**src/rtl/gpt_input_filter_pkg.sv**
```systemverilog
// Shared types and helpers for the timer input-capture filter.
// icf_decode maps a 4-bit filter code to its sampling divider (log2) and sample count.
package gpt_filter_pkg;

    localparam int PRESC_W = 5;
    localparam int CNT_W   = 3;

    typedef logic [3:0] icf_t;

    typedef struct packed {
        logic [2:0] div_log2;
        logic [3:0] n;
    } filt_cfg_t;

    function automatic filt_cfg_t icf_decode(input icf_t icf);
        filt_cfg_t cfg;
        case (icf)
            4'h0:    cfg = '{3'd0, 4'd1};
            4'h1:    cfg = '{3'd0, 4'd2};
            4'h2:    cfg = '{3'd0, 4'd4};
            4'h3:    cfg = '{3'd0, 4'd8};
            4'h4:    cfg = '{3'd1, 4'd6};
            4'h5:    cfg = '{3'd1, 4'd8};
            4'h6:    cfg = '{3'd2, 4'd6};
            4'h7:    cfg = '{3'd2, 4'd8};
            4'h8:    cfg = '{3'd3, 4'd6};
            4'h9:    cfg = '{3'd3, 4'd8};
            4'hA:    cfg = '{3'd4, 4'd5};
            4'hB:    cfg = '{3'd4, 4'd6};
            4'hC:    cfg = '{3'd4, 4'd8};
            4'hD:    cfg = '{3'd5, 4'd5};
            4'hE:    cfg = '{3'd5, 4'd6};
            default: cfg = '{3'd5, 4'd8};
        endcase
        return cfg;
    endfunction

endpackage

```
**src/rtl/gpt_input_filter_if.sv**
```systemverilog
// Pin-side bundle between the timer inputs and the capture filter.
// The master drives enable, filter codes and raw inputs; the slave returns filtered levels and strobes.
interface gpt_input_filter_if #(parameter int CHANNELS = 4);
    import gpt_filter_pkg::*;

    logic                  en_i;
    icf_t [CHANNELS-1:0]   icf_i;
    logic [CHANNELS-1:0]   a_i;
    logic [CHANNELS-1:0]   af_o;
    logic [CHANNELS-1:0]   rise_o;
    logic [CHANNELS-1:0]   fall_o;

    modport master (output en_i, icf_i, a_i, input af_o, rise_o, fall_o);
    modport slave  (input en_i, icf_i, a_i, output af_o, rise_o, fall_o);

endinterface

```
**src/rtl/gpt_input_filter_ch.sv**
```systemverilog
// One filter channel: synchroniser, code-change detect, consecutive-sample counter
// and registered level/edge outputs, sampling on ticks derived from the shared prescaler.
module gpt_input_filter_ch
    import gpt_filter_pkg::*;
#(
    parameter int SYNC_STAGES = 2
) (
    input  logic               clk_i,
    input  logic               aresetn_i,
    input  logic               en_i,
    input  logic [PRESC_W-1:0] presc_i,
    input  icf_t               icf_i,
    input  logic               a_i,
    output logic               af_o,
    output logic               rise_o,
    output logic               fall_o
);

    logic [SYNC_STAGES-1:0] sync_q;
    icf_t                   icf_q;
    logic [CNT_W-1:0]       cnt_q;
    filt_cfg_t              cfg;
    logic [PRESC_W-1:0]     tick_mask;
    logic                   s;
    logic                   tick;
    logic                   last_sample;

    assign cfg         = icf_decode(icf_i);
    // A divider of 2^L ticks when the low L prescaler bits are all ones; L=0 ticks every cycle.
    assign tick_mask   = PRESC_W'((32'd1 << cfg.div_log2) - 32'd1);
    assign tick        = &(presc_i | ~tick_mask);
    assign s           = sync_q[SYNC_STAGES-1];
    assign last_sample = ((CNT_W+1)'(cnt_q) + (CNT_W+1)'(1)) == cfg.n;

    always_ff @(posedge clk_i) begin
        if (!aresetn_i) begin
            sync_q <= '0;
        end else begin
            sync_q[0] <= a_i;
            for (int k = 1; k < SYNC_STAGES; k++) begin
                sync_q[k] <= sync_q[k-1];
            end
        end
    end

    // The previous code tracks the input during reset so a code held through reset is not seen as a change.
    always_ff @(posedge clk_i) begin
        icf_q  <= icf_i;
        rise_o <= 1'b0;
        fall_o <= 1'b0;
        if (!aresetn_i) begin
            cnt_q <= '0;
            af_o  <= 1'b0;
        end else if (!en_i || (icf_i != icf_q)) begin
            cnt_q <= '0;
        end else if (tick) begin
            if (s == af_o) begin
                cnt_q <= '0;
            end else if (last_sample) begin
                af_o   <= s;
                cnt_q  <= '0;
                rise_o <= s;
                fall_o <= ~s;
            end else begin
                cnt_q <= cnt_q + CNT_W'(1);
            end
        end
    end

endmodule

```
**src/rtl/gpt_input_filter.sv**
```systemverilog
// Multi-channel timer input-capture filter: owns the shared sampling prescaler
// and replicates one independent filter channel per input pin.
module gpt_input_filter
    import gpt_filter_pkg::*;
#(
    parameter int CHANNELS    = 4,
    parameter int SYNC_STAGES = 2
) (
    input  logic                 clk_i,
    input  logic                 aresetn_i,
    gpt_input_filter_if.slave    bus
);

    logic [PRESC_W-1:0]  presc_q;
    logic [CHANNELS-1:0] af;
    logic [CHANNELS-1:0] rise;
    logic [CHANNELS-1:0] fall;

    always_ff @(posedge clk_i) begin
        if (!aresetn_i || !bus.en_i) begin
            presc_q <= '0;
        end else begin
            presc_q <= presc_q + PRESC_W'(1);
        end
    end

    for (genvar i = 0; i < CHANNELS; i++) begin : g_ch
        gpt_input_filter_ch #(
            .SYNC_STAGES (SYNC_STAGES)
        ) u_ch (
            .clk_i     (clk_i),
            .aresetn_i (aresetn_i),
            .en_i      (bus.en_i),
            .presc_i   (presc_q),
            .icf_i     (bus.icf_i[i]),
            .a_i       (bus.a_i[i]),
            .af_o      (af[i]),
            .rise_o    (rise[i]),
            .fall_o    (fall[i])
        );
    end

    assign bus.af_o   = af;
    assign bus.rise_o = rise;
    assign bus.fall_o = fall;

endmodule

```
**src/flat_wrapper.sv**
```systemverilog
// flat-port wrapper written by rule: the top's interface ports become plain ports
module gpt_input_filter_flat import gpt_filter_pkg::*;
#(
    parameter int CHANNELS    = 4,
    parameter int SYNC_STAGES = 2
)
  (clk_i, aresetn_i, bus_en_i, bus_icf_i, bus_a_i, bus_af_o, bus_rise_o, bus_fall_o);
  gpt_input_filter_if #(.CHANNELS(CHANNELS)) bus_i ();
  input  logic clk_i;
  input  logic aresetn_i;
  input wire logic [$bits(bus_i.en_i)-1:0] bus_en_i;
  input wire logic [$bits(bus_i.icf_i)-1:0] bus_icf_i;
  input wire logic [$bits(bus_i.a_i)-1:0] bus_a_i;
  output wire logic [$bits(bus_i.af_o)-1:0] bus_af_o;
  output wire logic [$bits(bus_i.rise_o)-1:0] bus_rise_o;
  output wire logic [$bits(bus_i.fall_o)-1:0] bus_fall_o;
  assign bus_i.en_i = bus_en_i;
  assign bus_i.icf_i = bus_icf_i;
  assign bus_i.a_i = bus_a_i;
  assign bus_af_o = bus_i.af_o;
  assign bus_rise_o = bus_i.rise_o;
  assign bus_fall_o = bus_i.fall_o;
  gpt_input_filter #(.CHANNELS(CHANNELS), .SYNC_STAGES(SYNC_STAGES)) u_core (.clk_i(clk_i), .aresetn_i(aresetn_i), .bus(bus_i));
endmodule
```
**config.mk**
```make
export PLATFORM = sky130hd
export DESIGN_NAME = gpt_input_filter_flat
export DESIGN_NICKNAME = d
export VERILOG_FILES = /design/src/rtl/gpt_input_filter_pkg.sv /design/src/rtl/gpt_input_filter_if.sv /design/src/rtl/gpt_input_filter_ch.sv /design/src/rtl/gpt_input_filter.sv /design/src/flat_wrapper.sv
export SDC_FILE = /design/constraint.sdc
export NUM_CORES = 1
export LEC_CHECK = 0
export CORE_MARGIN = 2
export CORE_UTILIZATION = 50
export DETAILED_ROUTE_END_ITERATION = 10
export PLACE_DENSITY_LB_ADDON = 0.3
export SYNTH_ARGS = -nofsm -noshare
export SYNTH_HDL_FRONTEND = slang
export SYNTH_SLANG_ARGS = --single-unit
```
**constraint.sdc**
```tcl
create_clock -name clk_i -period 4.86 [get_ports clk_i]
set_input_delay 0.972 -clock clk_i [delete_from_list [all_inputs] [get_ports clk_i]]
set_output_delay 0.972 -clock clk_i [all_outputs]
set_load 0.02 [all_outputs]
```
# [Yosys cells after proc, flatten, opt, wreduce, memory -nomap -nowiden]
# Memory sizes are Yosys's and may differ from the RTL's.
# Cells that the tools add are included.
[word_totals] romBits=448 word_cells=118 regBits=53 output_inout_bits=12 in_bits=23 n_memories=4
[mem_list] name="(name not given)" depth=16 word_bits=7 rd=1 rd_ports_with_merged_regs=0 wr=0 line="gpt_input_filter_pkg.sv:17" text="case (icf)"
[mem_list] name="(name not given)" depth=16 word_bits=7 rd=1 rd_ports_with_merged_regs=0 wr=0 line="gpt_input_filter_pkg.sv:17"
[mem_list] name="(name not given)" depth=16 word_bits=7 rd=1 rd_ports_with_merged_regs=0 wr=0 line="gpt_input_filter_pkg.sv:17"
[mem_list] name="(name not given)" depth=16 word_bits=7 rd=1 rd_ports_with_merged_regs=0 wr=0 line="gpt_input_filter_pkg.sv:17"
[op_classes] n_eq_ne=12 n_reduce_logical=23 add_sub_neg=13 n_mux=8 shifts=4 bitwise=29
[ops] operator="AND reduction 8 bit" n=4
[ops] operator="2-to-1 mux 3 bit" n=8
[ops] operator="NOT 1 bit" n=21
[ops] operator="NOT 5 bit" n=4
[ops] operator="bitwise OR 5 bit" n=4
[ops] operator="AND reduction 5 bit" n=4
[ops] operator="OR reduction 5 bit" n=4
[ops] operator="<< shifter 1 x 3 -> 5 bit, first input constant" n=4
[ops] operator="subtractor 5 x 1 -> 5 bit, second input constant" n=4
[ops] operator="adder 3 x 1 -> 4 bit, second input constant" n=4
[ops] operator="== test 4 bit" n=4
[ops] operator="!= test 4 bit" n=4
[ops] operator="adder 3 x 1 -> 3 bit, second input constant" n=4
[ops] operator="OR reduction 2 bit" n=4
[ops] operator="adder 5 x 1 -> 5 bit, second input constant" n=1
[ops] operator="logical OR 1 bit" n=5
[ops] operator="== test 1 bit" n=4
[ops] operator="logical NOT 1 bit" n=2

# [Longest topological paths before layout]
# Gate-level depths: netlist of the first run.
# An unclocked memory read counts as a cell.
[logic_depth] ltp_word=8 mapped_depth=11 depth_no_buf=10

# [Hierarchy]
# Synthesis of the first run repeated with hierarchy kept, for this count alone.
[hier_totals] hier_cells=365 area_unflattened_um2=3525.9
[modules_own_cells] mod="gpt_input_filter_ch (u_core.g_ch[0].u_ch ...)" seq_area_each_um2=240.2 area_each_um2=840.8 instances=2 cells_each=87
[modules_own_cells] mod="gpt_input_filter_ch (u_core.g_ch[1].u_ch)" seq_area_each_um2=240.2 area_each_um2=839.6 instances=1 cells_each=88
[modules_own_cells] mod="gpt_input_filter_ch (u_core.g_ch[2].u_ch)" seq_area_each_um2=240.2 area_each_um2=810.8 instances=1 cells_each=84
[modules_own_cells] mod="gpt_input_filter" seq_area_each_um2=100.1 area_each_um2=193.9 instances=1 cells_each=19

# [Least setup slack after synthesis of the first run]
# Ideal clock, no wire load.
[synth_timing] path_kind="input to register" from="in bus_icf_i[6]" to="reg u_core.g_ch[1].u_ch.cnt_q[2]" setup_time_ns=0.074 cell_stages=10 arrival_ns=3.091 t_required_ns=4.786 setup_slack_ns=1.694 path_buffers=1 cell_sequence="buf_2 > or2_2 > ha_1 > xor2_1 > a221oi_1 > o221ai_1 > nor2_1 > nand4_1 > or3b_1 > a31oi_1"
[synth_via] elab_chain_cells=6 elab_cells_between_ends=12 cone_classes="1 x add/sub; 2 x eq/ne; 1 x shift; 2 x mux; 2 x bitwise; 3 x reduce/logical; 1 x memory"
[synth_lines] item="start: declaration" line="flat_wrapper.sv:12" text="input wire logic [$bits(bus_i.icf_i)-1:0] bus_icf_i;"
[synth_lines] item="memory (16 x 7 bit)"
[synth_lines] item="<< shifter 1 x 3 -> 5 bit" line="gpt_input_filter_ch.sv:30" text="assign tick_mask = PRESC_W'((32'd1 << cfg.div_log2) - 32'd1);"
[synth_lines] item="subtractor 5 x 1 -> 5 bit" line="gpt_input_filter_ch.sv:30"
[synth_lines] item="NOT 5 bit" line="gpt_input_filter_ch.sv:31" text="assign tick = &(presc_i | ~tick_mask);"
[synth_lines] item="bitwise OR 5 bit" line="gpt_input_filter_ch.sv:31"
[synth_lines] item="AND reduction 5 bit" line="gpt_input_filter_ch.sv:31"
[synth_lines] item="end signal: assignment" line="gpt_input_filter_ch.sv:65" text="cnt_q <= cnt_q + CNT_W'(1);"
[synth_lines] item="end: declaration" line="gpt_input_filter_ch.sv:21" text="logic [CNT_W-1:0] cnt_q;"
# Several ways; a longest one is shown, not always the timed one.
# A chain may end at the register's enable or synchronous reset.

# [Worst setup path in the final report of the first run]
# Ends and elaborated chain as after synthesis.

==> results of run 1 <==
flip-flops by register name, summed over array words and instances, names as in the netlist:
name	flops
u_core.g_ch.u_ch.sync_q	8
u_core.g_ch.u_ch.af_o	4
u_core.g_ch.u_ch.fall_o	4
u_core.presc_q	5
u_core.g_ch.u_ch.rise_o	4
u_core.g_ch.u_ch.icf_q	16
u_core.g_ch.u_ch.cnt_q	12
worst max-delay path: stages:
cell and delay, ps:
clkdlybuf4s50_1 680, or2_2 410, ha_1 250, xor2_1 170, a221oi_1 320, o221ai_1 290, nor2_1 170, nand4_1 160
or3b_1 390, a31oi_1 150
metrics by stage:
stage	cells	area (um2)	util, %	power (uW)
finish	496	3896	57.35	848.0
global route	496	3896	57.35	893.5
CTS	496	3896	57.35	859.0
detailed placement	488	3814	56.13	620.4
global placement	488	3814	56.13	614.9
floorplan	382	3497	-	574.0
area by class of cell:
cell class                      count  area (um2)
Multi-Input combinational cell    276        2183
Sequential cell                    53        1061
Clock buffer                        6       72.57
Tap cell                           96       120.1
Clock inverter                      2       10.01
Inverter                           29       108.9
Timing Repair Buffer               34       340.3
Fill cell                         623        2898
power by group:
group          internal [uW]  switching, uW  leakage (uW)
sequential               445           5.96      0.000435
combinational           77.7           81.1       0.00104
clock                    100            138     0.0000450
metal layers:
layer  global-route usage, %  part of all wire [%]
met1                   20.28                    47
met5                       0                     0
met2                   29.06                    50
met3                   3.205                   2.7
met4                   4.056                  0.55
synth_stat cells (9+ instances only):
| cell | count | area, um2 |
|---|---|---|
| a21oi_1 | 10 | 50.05 |
| and2_1 | 10 | 62.56 |
| buf_4 | 12 | 90.09 |
| dfxtp_1 | 53 | 1061 |
| ha_1 | 30 | 375.4 |
| inv_1 | 28 | 105.1 |
| mux4_2 | 9 | 202.7 |
| nand2_1 | 26 | 97.59 |
| nand3_1 | 16 | 80.08 |
| nor2_1 | 26 | 97.59 |
| o21ai_0 | 12 | 60.06 |
| xnor2_1 | 14 | 122.6 |
| xor2_1 | 26 | 227.7 |
cells by family (layout without fill, tap and decap cells):
logic type	Yosys count	in the layout	share of synthesized area, %
simple gates	127	127	19.46
compound gates	58	58	11.56
flops	53	53	30.34
buf+inv	53	71	7.227
xor+xnor	42	42	10.95
fa+ha+maj	30	30	10.73
mux	19	19	9.731
worst min-delay path by stage:
stage,start,end,slack [ps],cells after the start
after floorplan,u_core.g_ch[0].u_ch.sync_q[0]$_SDFF_PN0_,u_core.g_ch[0].u_ch.sync_q[1]$_SDFF_PN0_,410,1
after detailed placement,u_core.g_ch[1].u_ch.sync_q[0]$_SDFF_PN0_,u_core.g_ch[1].u_ch.sync_q[1]$_SDFF_PN0_,420,1
after global routing,u_core.g_ch[0].u_ch.sync_q[0]$_SDFF_PN0_,u_core.g_ch[0].u_ch.sync_q[1]$_SDFF_PN0_,470,1
after CTS,u_core.g_ch[1].u_ch.sync_q[0]$_SDFF_PN0_,u_core.g_ch[1].u_ch.sync_q[1]$_SDFF_PN0_,440,1
after global placement,u_core.g_ch[2].u_ch.sync_q[0]$_SDFF_PN0_,u_core.g_ch[2].u_ch.sync_q[1]$_SDFF_PN0_,410,1
final,u_core.g_ch[1].u_ch.sync_q[0]$_SDFF_PN0_,u_core.g_ch[1].u_ch.sync_q[1]$_SDFF_PN0_,440,1
==> flow_metrics.tcl, run 1 <==
set metrics [dict create \
    drtPass1Iterations 4 \
    cts_tree "yes" \
    htree_levels 2 \
    clockBufferDepth 2 \
    worstSetupPathType "in2reg" \
    clk_latency_ps 300 \
    drv_cap 0 \
    r2r_end "u_core.g_ch[1].u_ch.cnt_q[2]$_SDFFE_PP0P_" \
    r2r_cells 7 \
    synth_cells 382 \
    cp-end-kind "flip-flop" \
    path_clk_slew_ps 90 \
    ys.flop_type "dfxtp_1" \
    num_vias 2639 \
    start_util_pct 51.47 \
    powerDensity_nw_per_um2 217.7 \
    grt_pass1_wl_mm 10.41 \
    layout_common_cells "dfxtp_1, clkdlybuf4s50_1, ha_1" \
    fin_crit_ps 3747 \
    rsz0062_at_grt "no" \
    wl_per_cell_um 12.40 \
    final.setup.tns_ps 0 \
    root_buffer "clkbuf_8" \
    finClkSkew_ps 3.498 \
    post_drt_via_cell_ratio 5.321 \
    die_w_um 87.63 \
    fin_crit_sh_pct 77.11 \
    syn_nets 435 \
    hp-class "reg2reg" \
    die_h_um 87.63 \
    grt_util_all_layers_pct 16.34 \
    area_growth_pct 11.41 \
    port_buffers 34 \
    p_leak_uw 0.001523 \
    status "completed" \
    max-slew-margin-rel_pct 47.44 \
    drive_gt1_share_pct 6.250 \
    critPathMaxFanout 15 \
    fp-row-count 30 \
    cp-start-kind "primary input" \
    drc_errors 0 \
    grt_pass1_vias 2441 \
    yosys_register_bits 53 \
    ys_async_sr_fraction_pct 0 \
    syn-mean-instance-area_um2 9.155 \
    post-cts-setup-buffers 0 \
    die-area_um2 7679 \
    grt_max_degree 19 \
    cts_resized 0 \
    ir_worst_vdd_mv 0.1526 \
    antenna_found_initial 0 \
    overflow 0 \
    diodes 0 \
    routed_wl_mm 6.150 \
    crit_start "bus_icf_i[6]" \
    crit_path_end "u_core.g_ch[1].u_ch.cnt_q[2]$_SDFFE_PP0P_" \
    final_nets 452 \
    cts_hold_buffers 0 \
    cp_data_required_time_ps 5090 \
    holdWs_ps 438.6 \
    synth_area_um2 3497 \
    drtIter0Drc 136 \
    layout_commonest_cell "dfxtp_1" \
    drv_slew 0 \
    numCtsBuffers 5 \
    worst_pin_slew_ps 788.4 \
    setup_viol 0 \
    rrSetupSlack_ps 2870 \
    dpl.hpwl_mm 4.624 \
    yosysWarnings 0 \
    globalplace.congestion 0.8095 \
    fmax_mhz 266.8 \
    synth_edf_count 0 \
    coreArea_um2 6794 \
    hold_violations 0 \
    final.setup.worst_slack_ps 1113 \
    ant_nets 0 \
    place_ws_ps 841.7 \
    synth-seq-area-share_pct 30.34 \
    yosysUniqueCellTypes 59 \
    cts_sinks 53 \
    r2r-start "u_core.presc_q[0]$_SDFF_PP0_" \
    arrival_ps 3970 \
    ioPinCount 35 \
]
Power figures use the tool's default switching activity.
==> run 2, diff against run 1 <==
==> constraint.sdc (replaced) <==
create_clock -name clk_i -period 3.5 [get_ports clk_i]
set_input_delay 0.7 -clock clk_i [delete_from_list [all_inputs] [get_ports clk_i]]
set_output_delay 0.7 -clock clk_i [all_outputs]
set_load 0.02 [all_outputs]
==> run 2 against run 1 <==
Sequential cell count stayed put. First-iteration DRC count is 33% lower. Non-clock buffer count is 19 higher. Critical path depth is 1 higher. Wire length is 3.3% higher. Sequential share of layout area is 1.2 points lower. Combinational power is 50% higher. Highest routed layer unchanged. Via count is 3.9% higher. Clock skew hardly changed. Largest power group unchanged. Die area stayed put. Clock-buffer cell count is 1 higher. Worst setup slack worse by 720 ps.
==> flow_metrics.tcl, run 2 (synthesized netlist as in run 1, its figures left out) <==
set metrics [dict create \
    cts_hold_buffers 0 \
    final.setup.tns_ps 0 \
    pwr-share-clk_pct 33.2 \
    htree_levels 2 \
    root_buffer "clkbuf_8" \
    pwr-share-seq_pct 48.4 \
    die-area_um2 7679 \
    globalplace.congestion 0.7863 \
    setup_viol 0 \
    rrSetupSlack_ps 1520 \
    drv_slew 0 \
    cp-start-kind "primary input" \
    numCtsBuffers 5 \
    final_nets 471 \
    largest-register "u_core.g_ch.u_ch.icf_q" \
    grt_max_degree 16 \
    worst_pin_slew_ps 743.9 \
    p_leak_uw 0.001627 \
    drtPass1Iterations 4 \
    die_w_um 87.63 \
    crit_path_cell_trace "clkdlybuf4s50_1, buf_4, nand3_1, ha_1, xor2_1, a221oi_1, o221ai_1, nor2_1, nand4_1, or3b_1, a31oi_1" \
    critPathMaxFanout 14 \
    post-cts-setup-buffers 0 \
    layout_common_cells "dfxtp_1, clkdlybuf4s50_1, ha_1" \
    cts_resized 0 \
    top_regs "u_core.g_ch.u_ch.icf_q (16), u_core.g_ch.u_ch.cnt_q (12), u_core.g_ch.u_ch.sync_q (8)" \
    finClkSkew_ps 3.901 \
    p_int_uw 973.0 \
    path_clk_slew_ps 90 \
    power.total_uw 1294 \
    num_vias 2742 \
    layout_commonest_cell "dfxtp_1" \
    dpl.hpwl_mm 4.983 \
    drive_gt1_share_pct 10.50 \
    fp-row-count 30 \
    combPwrFrac_pct 18.4 \
    holdWs_ps 442.1 \
    status "completed" \
    clk_latency_ps 300 \
    cts_tree "yes" \
    cp_slowest_cell "clkdlybuf4s50_1" \
    overflow 0 \
    post_drt_via_cell_ratio 5.324 \
    fin_crit_ps 3107 \
    ir_worst_vdd_mv 0.1927 \
    grt_pass1_vias 2573 \
    ioPinCount 35 \
    port_buffers 34 \
    arrival_ps 3340 \
    ant_nets 0 \
    drc_errors 0 \
    cp_data_required_time_ps 3730 \
    drv_cap 0 \
    slowest_delay_ps 470 \
    hp-class "reg2reg" \
    cp-end-kind "flip-flop" \
    largest_reg_flops 16 \
    fin_crit_sh_pct 88.77 \
    die_h_um 87.63 \
    drtIter0Drc 91 \
    coreArea_um2 6794 \
    diodes 0 \
    area_growth_pct 16.46 \
    start_util_pct 51.47 \
    hold_violations 0 \
    grt_pass1_wl_mm 10.85 \
    max-slew-margin-rel_pct 50.40 \
    cts_sinks 53 \
    clockBufferDepth 2 \
    routed_wl_mm 6.355 \
    wl_per_cell_um 12.34 \
    powerDensity_nw_per_um2 317.7 \
    antenna_found_initial 0 \
    grt_util_all_layers_pct 17.27 \
    switchingPower_uw 321.1 \
    fillerInstances 591 \
    worstSetupPathType "in2reg" \
    rsz0062_at_grt "no" \
    fmax_mhz 321.9 \
    swShare_pct 24.81 \
]
## run 2: per-stage QoR
step                      std cells  util (%)  setup WS [ps]  area [um2]
after floorplan                 382         -          606.3        3497
after global placement          507     58.23          163.9        3956
after detailed placement        507     58.23          87.50        3956
after CTS                       515     59.94          408.8        4073
after global routing            515     59.94          153.6        4073
final                           515     59.94          393.1        4073
## run 2: worst paths after layout
path / startpoint / endpoint / depth (start not counted)
worst max-delay path: bus_icf_i[6] / u_core.g_ch[1].u_ch.cnt_q[2]$_SDFFE_PP0P_ / 11
worst min-delay path: u_core.g_ch[3].u_ch.sync_q[0]$_SDFF_PN0_ / u_core.g_ch[3].u_ch.sync_q[1]$_SDFF_PN0_ / 1
worst max register to register: u_core.presc_q[0]$_SDFF_PP0_ / u_core.g_ch[1].u_ch.cnt_q[2]$_SDFFE_PP0P_ / 7
worst min register to register: u_core.g_ch[3].u_ch.sync_q[0]$_SDFF_PN0_ / u_core.g_ch[3].u_ch.sync_q[1]$_SDFF_PN0_ / 1
## run 2: power by group through the flow
stage / Sequential [uW] / Combinational [uW] / Clock (uW)
after floorplan: 639 / 158 / 0
after global placement: 640 / 230 / 0
after detailed placement: 641 / 239 / 0
after CTS: 627 / 240 / 439
after global routing: 628 / 266 / 458
final: 626 / 238 / 429
## run 2: final cells by class
type	count	area (um2)	area share [%]
clock buffers	7	86.33	2.120
repair buffers	53	483.0	11.86
well taps	96	120.1	2.949
inverters	29	108.9	2.673
flip-flops and latches	53	1061	26.05
clock inverters	1	30.03	0.7373
multi-input cells	276	2183	53.61
## run 2: metal layers
metal,track usage (%),wire (um)
met5,0,0
met4,3.217,40
met3,3.205,177
met2,31.89,3198
met1,21.01,2938
## run 2: critical path: cells and delay by family
kind | cells | cell delay, ps
AND/OR/NAND/NOR | 4 | 790
adder cells (fa/ha/maj) | 1 | 250
buffers and inverters | 2 | 670
XOR/XNOR | 1 | 180
AO/OA/AOI/OAI | 3 | 740
==> run 3, diff against run 2 <==
--- a/config.mk
+++ b/config.mk
@@ -6,7 +6,7 @@
 export NUM_CORES = 1
 export LEC_CHECK = 0
 export CORE_MARGIN = 2
-export CORE_UTILIZATION = 50
+export CORE_UTILIZATION = 45
 export DETAILED_ROUTE_END_ITERATION = 10
 export PLACE_DENSITY_LB_ADDON = 0.3
 export SYNTH_ARGS = -nofsm -noshare
==> run 3 against run 2 <==
Sequential cell count unchanged. Cell area down 0.34%. Largest power group unchanged. Utilization fell by 6.6 points. Critical path depth fell by 2. Clock skew shrank 0.55 ps. Via count barely moved. Die area up 11%. First-iteration DRC count is 4.4% lower. Register-to-register slack is essentially flat. Fmax grew 0.50%. Critical endpoint is now u_core.g_ch[1].u_ch.af_o$_SDFFE_PN0P_.
==> flow_metrics.tcl, run 3 (synthesized netlist as in run 1, its figures left out) <==
set metrics [dict create \
    drv_cap 0 \
    slowest_delay_ps 550 \
    final.setup.worst_slack_ps 408.6 \
    pwr-share-clk_pct 28.5 \
    fin_crit_sh_pct 88.33 \
    dr_wl_met3_um 182 \
    num_vias 2744 \
    die_w_um 92.16 \
    powerDensity_nw_per_um2 298.6 \
    top_layer "met4" \
    drtPass1Iterations 4 \
    grt_pass1_wl_mm 11.49 \
    layout_commonest_cell "dfxtp_1" \
    status "completed" \
    ir_worst_vdd_mv 0.1620 \
    final_nets 472 \
    p_leak_uw 0.001610 \
    swShare_pct 27.27 \
    crit_path_cell_trace "clkdlybuf4s50_1, inv_1, ha_1, inv_1, mux4_2, xnor2_1, nand3_1, a2111oi_0, o21ai_0" \
    hold_violations 0 \
    globalplace.congestion 0.8766 \
    cp-end-kind "flip-flop" \
    holdWs_ps 442.0 \
    cts_hold_buffers 0 \
    post-cts-setup-buffers 0 \
    drv_slew 0 \
    fin_crit_ps 3091 \
    die_h_um 92.16 \
    place_ws_ps 56.35 \
    htree_levels 2 \
    power.total_uw 1212 \
    cts_tree "yes" \
    combPwrFrac_pct 19.8 \
    finClkSkew_ps 3.353 \
    finish.utilization_pct 53.36 \
    clk_latency_ps 310 \
    numCtsBuffers 5 \
    cp_data_required_time_ps 3680 \
    path_buf_inv 3 \
    rsz0062_at_grt "no" \
    layout_common_cells "dfxtp_1, clkdlybuf4s50_1, ha_1" \
    largest_reg_flops 16 \
    port_buffers 34 \
    cts_sinks 53 \
    switchingPower_uw 330.5 \
    antenna_found_initial 0 \
    p_int_uw 881.3 \
    coreArea_um2 7607 \
    start_util_pct 45.97 \
    setup_viol 0 \
    final.setup.tns_ps 0 \
    grt_util_all_layers_pct 16.45 \
    routed_wl_mm 6.533 \
    post_drt_via_cell_ratio 5.257 \
    grt_pass1_vias 2603 \
    fmax_mhz 323.5 \
    fillerInstances 711 \
    top_regs "u_core.g_ch.u_ch.icf_q (16), u_core.g_ch.u_ch.cnt_q (12), u_core.g_ch.u_ch.sync_q (8)" \
    cpLargestDelayFamily "compound AO/OA/AOI/OAI gates" \
    area_growth_pct 16.06 \
    ioPinCount 35 \
    largest-register "u_core.g_ch.u_ch.icf_q" \
    fp-row-count 32 \
    clockBufferDepth 2 \
    root_buffer "clkbuf_8" \
    pwr-share-seq_pct 51.7 \
    crit_top_cell "inv_1" \
    route.met2.wl_mm 3.238 \
    worst_pin_slew_ps 734.1 \
    overflow 0 \
    ant_nets 0 \
    max-slew-margin-rel_pct 51.06 \
    drc_errors 0 \
    dpl.hpwl_mm 5.130 \
    wl_per_cell_um 12.52 \
    path_clk_slew_ps 90 \
    drtIter0Drc 87 \
    cp_slowest_cell "a2111oi_0" \
    worstSetupPathType "in2reg" \
    arrival_ps 3270 \
    die-area_um2 8493 \
    diodes 0 \
    critPathMaxFanout 5 \
    met1_length_mm 2.995 \
    grt_max_degree 17 \
    cp-start-kind "primary input" \
    drive_gt1_share_pct 10.71 \
    hp-class "reg2reg" \
    cts_resized 0 \
]
-- run 3: cell count changes in the layout (fill, tap and decap cells not counted) --
cell and delta:
buf_4 +1, bufinv_16 -1, clkinvlp_4 +2, clkbuf_8 -1
-- run 3: power groups by stage --
stage	combinational (uW)	sequential, uW	clock [uW]
6_report	240	627	345
5_1_grt	269	629	384
4_1_cts	242	627	359
3_5_place_dp	241	641	0
3_3_place_gp	234	640	0
2_1_floorplan	158	639	0
-- run 3: path summary, 6_finish.rpt --
| check | from | to | slack [ps] | cells after the start |
|---|---|---|---|---|
| setup / recovery | bus_icf_i[5] | u_core.g_ch[1].u_ch.af_o$_SDFFE_PN0P_ | 410 | 9 |
| hold reg to reg | u_core.g_ch[0].u_ch.sync_q[0]$_SDFF_PN0_ | u_core.g_ch[0].u_ch.sync_q[1]$_SDFF_PN0_ | 440 | 1 |
| setup reg to reg | u_core.g_ch[1].u_ch.cnt_q[0]$_SDFFE_PP0P_ | u_core.g_ch[1].u_ch.af_o$_SDFFE_PN0P_ | 1520 | 5 |
| hold / removal | u_core.g_ch[0].u_ch.sync_q[0]$_SDFF_PN0_ | u_core.g_ch[0].u_ch.sync_q[1]$_SDFF_PN0_ | 440 | 1 |
-- run 3: metrics by stage --
| step | cell area, um2 | cells |
|---|---|---|
| 2_1_floorplan | 3497 | 382 |
| 3_3_place_gp | 3971 | 514 |
| 3_5_place_dp | 3971 | 514 |
| 4_1_cts | 4059 | 522 |
| 5_1_grt | 4059 | 522 |
| 6_report | 4059 | 522 |
-- run 3: worst reg2reg max path: cells and delay by family (launching register included) --
family	cells	cell delay (ps)
and+or+nand+nor	1	110
DFF	1	430
xor gates and xnor gates	1	320
adders and majority gates	1	280
AOI/OAI and AO/OA	2	700
-- run 3: layout make-up --
cell class	instances	area, um2	share of cell area [%]
well taps	102	127.6	3.144
repair buffers	54	490.5	12.08
multi-input cells	276	2183	53.79
flip-flops and latches	53	1061	26.14
clock buffers	6	72.57	1.788
inverters	29	108.9	2.682
clock inverters	2	15.01	0.3699
-- run 3: metal layers --
layer | track usage [%] | up-vias
met5 | 0 | -
met4 | 5.721 | 0
met3 | 3.040 | 11
met2 | 28.92 | 40
met1 | 20.12 | 1284
li1 | - | 1409
